==> src/rtl/instr_fetch_unit.sv <==
// instr_fetch_unit: fetch stage that owns the program counter, reads each
// 16-bit instruction as two big-endian bytes from a byte-wide instruction
// memory, and hands it to decode over a valid/ready handshake. A taken
// branch from execute redirects the PC with priority over everything else.
//
// Optional feature: define IFU_PERF_CNT_EN to build a 16-bit counter of
// accepted instructions on InstrCount; otherwise InstrCount is tied to zero.
//
// Ports:
//   Clock, Reset             clock, asynchronous active-high reset
//   MemAddr, MemReq          byte read request to instruction memory
//   MemAck, MemData          read completion and returned byte
//   Instruction, InstrPC     assembled instruction and its address
//   InstrValid, InstrReady   handshake towards decode
//   BranchTaken, BranchPC,
//   BranchImm                redirect request from execute
//   InstrCount               accepted-instruction count (optional)
module instr_fetch_unit #(
  parameter logic [15:0] RESET_PC = 16'd10
) (
  input  logic        Clock,
  input  logic        Reset,
  output logic [15:0] MemAddr,
  output logic        MemReq,
  input  logic        MemAck,
  input  logic [7:0]  MemData,
  output logic [15:0] Instruction,
  output logic [15:0] InstrPC,
  output logic        InstrValid,
  input  logic        InstrReady,
  input  logic        BranchTaken,
  input  logic [15:0] BranchPC,
  input  logic [7:0]  BranchImm,
  output logic [15:0] InstrCount
);

  localparam int unsigned AW = 16;
  localparam int unsigned DW = 8;
  localparam int unsigned IW = 16;

  typedef enum logic [1:0] {
    S_IDLE     = 2'd0,
    S_FETCH_HI = 2'd1,
    S_FETCH_LO = 2'd2,
    S_HOLD     = 2'd3
  } state_t;

  state_t        state_q, state_d;
  logic [AW-1:0] pc_q, pc_d;
  logic [DW-1:0] hi_byte_q, hi_byte_d;
  logic [IW-1:0] instr_q, instr_d;
  logic [AW-1:0] instr_pc_q, instr_pc_d;
  logic          valid_q, valid_d;

  logic          mem_req_c;
  logic [AW-1:0] mem_addr_c;
  logic [AW-1:0] branch_target_c;
  logic          accept_c;

  // Target = BranchPC + 2 + sign-extended word offset, wrapping mod 2^16.
  assign branch_target_c = BranchPC + AW'(2)
                         + {{7{BranchImm[7]}}, BranchImm, 1'b0};

  assign accept_c = valid_q & InstrReady;

  // State register.
  always_ff @(posedge Clock or posedge Reset) begin
    if (Reset) begin
      state_q <= S_IDLE;
    end else begin
      state_q <= state_d;
    end
  end

  // Next-state logic; a taken branch overrides every other transition.
  always_comb begin
    state_d = state_q;
    if (BranchTaken) begin
      state_d = S_FETCH_HI;
    end else begin
      unique case (state_q)
        S_IDLE:     state_d = S_FETCH_HI;
        S_FETCH_HI: if (MemAck) state_d = S_FETCH_LO;
        S_FETCH_LO: if (MemAck) state_d = S_HOLD;
        S_HOLD:     if (InstrReady) state_d = S_FETCH_HI;
        default:    state_d = S_IDLE;
      endcase
    end
  end

  // Memory request decode from registered state and PC only.
  always_comb begin
    mem_req_c  = 1'b0;
    mem_addr_c = pc_q;
    unique case (state_q)
      S_FETCH_HI: mem_req_c = 1'b1;
      S_FETCH_LO: begin
        mem_req_c  = 1'b1;
        // PC is even, so the low byte address never carries out.
        mem_addr_c = {pc_q[AW-1:1], 1'b1};
      end
      default: ;
    endcase
  end

  assign MemReq  = mem_req_c;
  assign MemAddr = mem_addr_c;

  // Datapath next values: PC, high byte staging, instruction buffer.
  always_comb begin
    pc_d       = pc_q;
    hi_byte_d  = hi_byte_q;
    instr_d    = instr_q;
    instr_pc_d = instr_pc_q;
    valid_d    = valid_q;
    if (BranchTaken) begin
      // In-flight byte and any same-cycle MemAck are dropped.
      pc_d    = branch_target_c;
      valid_d = 1'b0;
    end else begin
      unique case (state_q)
        S_FETCH_HI: if (MemAck) hi_byte_d = MemData;
        S_FETCH_LO: begin
          if (MemAck) begin
            instr_d    = {hi_byte_q, MemData};
            instr_pc_d = pc_q;
            valid_d    = 1'b1;
            pc_d       = pc_q + AW'(2);
          end
        end
        S_HOLD: if (InstrReady) valid_d = 1'b0;
        default: ;
      endcase
    end
  end

  // Datapath registers.
  always_ff @(posedge Clock or posedge Reset) begin
    if (Reset) begin
      pc_q       <= RESET_PC;
      hi_byte_q  <= '0;
      instr_q    <= '0;
      instr_pc_q <= '0;
      valid_q    <= 1'b0;
    end else begin
      pc_q       <= pc_d;
      hi_byte_q  <= hi_byte_d;
      instr_q    <= instr_d;
      instr_pc_q <= instr_pc_d;
      valid_q    <= valid_d;
    end
  end

  assign Instruction = instr_q;
  assign InstrPC     = instr_pc_q;
  assign InstrValid  = valid_q;

`ifdef IFU_PERF_CNT_EN
  logic [15:0] instr_count_q, instr_count_d;

  // Counts every accepted handshake, including one in a redirect cycle.
  always_comb begin
    instr_count_d = instr_count_q;
    if (accept_c) instr_count_d = instr_count_q + 16'd1;
  end

  always_ff @(posedge Clock or posedge Reset) begin
    if (Reset) begin
      instr_count_q <= '0;
    end else begin
      instr_count_q <= instr_count_d;
    end
  end

  assign InstrCount = instr_count_q;
`else
  logic unused_accept;
  assign unused_accept = accept_c;
  assign InstrCount    = 16'h0000;
`endif

endmodule

==> config.mk <==
export PLATFORM = sky130hd
export DESIGN_NAME = instr_fetch_unit
export DESIGN_NICKNAME = d
export VERILOG_FILES = /design/src/rtl/instr_fetch_unit.sv
export SDC_FILE = /design/constraint.sdc
export NUM_CORES = 1
export LEC_CHECK = 0
export ABC_AREA = 1
export BUFFER_PORTS_ARGS = -buffer_cell sky130_fd_sc_hd__buf_2
export CAP_MARGIN = 30
export CORE_MARGIN = 2
export CORE_UTILIZATION = 42
export CTS_CLUSTER_SIZE = 24
export DETAILED_ROUTE_END_ITERATION = 10
export PLACE_DENSITY_LB_ADDON = 0.3
export SLEW_MARGIN = 20
export SYNTH_ARGS = -nofsm -noshare
export SYNTH_HDL_FRONTEND = slang
export SYNTH_SLANG_ARGS = --single-unit
export TNS_END_PERCENT = 1
==> constraint.sdc <==
create_clock -name Clock -period 1.7 [get_ports Clock]
set_clock_uncertainty 0.05 [all_clocks]
set_input_delay 0.34 -clock Clock [delete_from_list [all_inputs] [get_ports Clock]]
set_output_delay 0.34 -clock Clock [all_outputs]
set_load 0.05 [all_outputs]
==> summary.md <==
| Metric | Value |
|---|---|
| Final Net Count | 675 |
| Kind of critical path | flip-flop to output pin |
| First-pass GRT wire length | 14.7 mm |
| P&R area growth vs syn | 31.8% |
| Critical Path Sink Type | output pin |
| I/O Buffers | 86 |
| Vias in the first global route | 3215 |
| Cell at the slowest stage of the critical path | dfrtp_1 |
| Internal power | 3880 uW |
| Post-layout util | 56.6% |
| FP Rows | 35 |
| GRT Resource Usage Total | 17.8% |
| Async SR Flop Fraction | 100% |
| Max-cap violations | 0 |
| Min cycle time layout | 1.66 ns |
| Top_reg_cell synth | dfrtp_1 |
| Chip Width | 101 microns |
| Fmax | 0.604 GHz |
| Vias post-DR | 3513 |
| Antenna violations before repair | 0 |
| Clock Path Buffers | 2 |
| Worst Hold Class | input port to flip-flop |
| Total grt overflow | 0 |
| # diodes | 0 |
| Post-synth top cells | nand2_1 (125), inv_1 (67), dfrtp_1 (57) |
| Final setup violation count | 0 |
| Post-synth top area share | 36.1% |
| Initial DRC Count | 121 |
| Register area share after synthesis | 37.4% |
| Sw frac | 49.4% |
| Mapped Avg Cell Area | 7.80 sq um |
| Largest net degree at the start of global routing | 57 |
| Clk sinks | 59 |
| Clock Latency Late Sink | 0.34 ns |
| RSZ-0062 raised after global routing | true |
| Final-report hold violation count | 0 |
| WL final | 9.26 mm |
| Die area | 10200 sq um |
| IO Pins | 103 |
| Count leader, synth | nand2_1 |
| Peak supply drop | 0.763 mV |
| CP Launch Type | flip-flop |
| LEAKAGE | 0.00267 uW |
| Max Slew Vio Count | 0 |
| GPL Wtd Cong | 0.913 |
| Core footprint | 9200 sq um |
| Post-synth cell types | 39 |
| Die Ht | 101 microns |
| Worst path arrival time | 1.27 ns |
| Seq pwr share | 30.3% |
| Crit-path cells | inv_2 > ha_4 > inv_1 > nand2_1 > buf_6 |
| Dpl hpwl | 6.78 mm |
| Comb pwr share | 53.5% |
| Detail Route Antenna Nets | 0 |
| PwrDens | 1470 nW/um^2 |
| Num CTS Buffers | 9 |
| Final instance area | 5210 sq um |
| Final Hold Slack | 0.170 ns |
| Cells after Synth | 507 |
| CTS root buf | clkbuf_8 |
| Starting Density | 43.0% |
| Area leader, netlist | dfrtp_1 |
| TritonCTS clock tree | done |
| Drc violations | 0 |
| CP required | 1.31 ns |
| Yosys reg bits | 59 |
| Ratio of final minimum period to clock period | 97.4% |
| DR pass1 iterations | 4 |
| CP peak stage delay | 0.40 ns |
| Status | finished, final reports clean |
| Ranking of synthesized cells by area | dfrtp_1 (36%), nand2_1 (12%), ha_1 (10%), inv_1 (6.4%), buf_4 (6.3%) |
| P_sw | 3790 uW |
| Fraction of layout cells with a size suffix above 1 | 35.1% |
| Clk pwr share | 16.2% |
| YS warnings | 0 |
| Vias per cell | 4.87 |
| Area after DPL | 4540 sq um |
| Clock Pin Slew Worst Setup and Hold Paths | 0.06 ns |
| Cell Area, Synth | 3950 sq um |
| H-tree depth | 3 |
| Number of synthesized flops with an enable pin | 0 |
| CP max FO | 3 |
| Routed WL per cell | 12.8 microns |
cell type report:
class | instances | area, sq um
fillers | 819 | 3990
multi-input cells | 350 | 2410
flip-flops and latches | 59 | 1480
repair buffers | 116 | 719
inverters | 69 | 267
clock buffers | 11 | 141
well taps | 111 | 139
clock inverters | 5 | 52.6
critical path: cells and delay by family, from the launching register on:
kind | cells | cell delay [ns]
and+or+nand+nor | 1 | 0.08
DFF | 1 | 0.40
buffers and inverters | 3 | 0.32
adders and majority gates | 1 | 0.14
final timing paths:
| kind | from | end | slack, ns | cells past startpoint |
|---|---|---|---|---|
| min in group asynchronous | Reset | pc_q[4]$_DFFE_PP0P_ | 0.49 | 3 |
| worst min register to register | Instruction[2]$_DFFE_PP0P_ | Instruction[2]$_DFFE_PP0P_ | 0.43 | 2 |
| worst max-delay path | state_q[0]$_DFFE_PP0P_ | MemAddr[0] | 0.04 | 5 |
| max in group asynchronous | Reset | pc_q[11]$_DFFE_PP0P_ | 0.56 | 4 |
| worst min-delay path | BranchPC[0] | pc_q[0]$_DFFE_PP0P_ | 0.17 | 3 |
| worst max register to register | pc_q[1]$_DFFE_PP1P_ | pc_q[13]$_DFFE_PP0P_ | 0.05 | 8 |
stage by stage:
stage	setup slack, ns	power, uW	setup TNS, ns	cells
after global routing	-0.0233	8160	-0.0913	721
after CTS	0.00997	7510	0	718
final	0.0437	7670	0	721
after detailed placement	-0.394	6130	-3.72	700
after floorplan	-0.141	5300	-0.623	522
after global placement	-0.374	6050	-3.41	700
logic make-up (layout without fill, tap and decap cells):
family	count (synthesis)	in the layout	synth area share, %
AO/OA/AOI/OAI	76	76	10.6
XOR/XNOR	8	8	1.77
adder cells (fa/ha/maj)	33	33	10.6
buffers and inverters	113	201	14.2
flip-flops	59	59	37.4
multiplexers	11	11	3.13
other	1	16	0.0949
AND/OR/NAND/NOR	206	206	22.1
power by group through the flow:
stage / Clock [uW] / Combinational [uW] / Sequential (uW)
after floorplan: 0 / 1870 / 3430
after global placement: 0 / 3740 / 2310
after detailed placement: 0 / 3800 / 2340
after CTS: 1280 / 3920 / 2310
after global routing: 1340 / 4430 / 2400
final: 1240 / 4110 / 2330
cells in the final DEF (no fill, tap or decap), types with 21 or more instances in the layout:
cell type,n
nand2_1,115
buf_2,81
inv_1,61
dfrtp_1,57
o21ai_0,39
buf_4,27
nor2_1,26
ha_4,26
nand3_1,22
a21oi_1,21
registers in the layout, summed over array words and instances, names as in the netlist:
register / cells
Instruction: 16
InstrPC: 16
InstrValid: 1
state_q: 2
hi_byte_q: 8
pc_q: 16
layer usage:
layer	GRT usage, %	up-vias	wire, microns
met5	0	-	0
met4	7.48	0	177
met3	2.98	18	439
met2	27.7	103	4230
met1	24.6	1606	4410
li1	-	1786	-
timing repair:
item / CTS / global route
setup endpoints to repair: 11 / 14
setup buffers: 1 / 3
resized for setup: 13 / 57
cloned: 0 / 0
hold buffers: 1 / 0
hold endpoints to repair: 15 / 0
pin swaps: 0 / 11
Note: power is estimated with default switching activity, not from simulation.
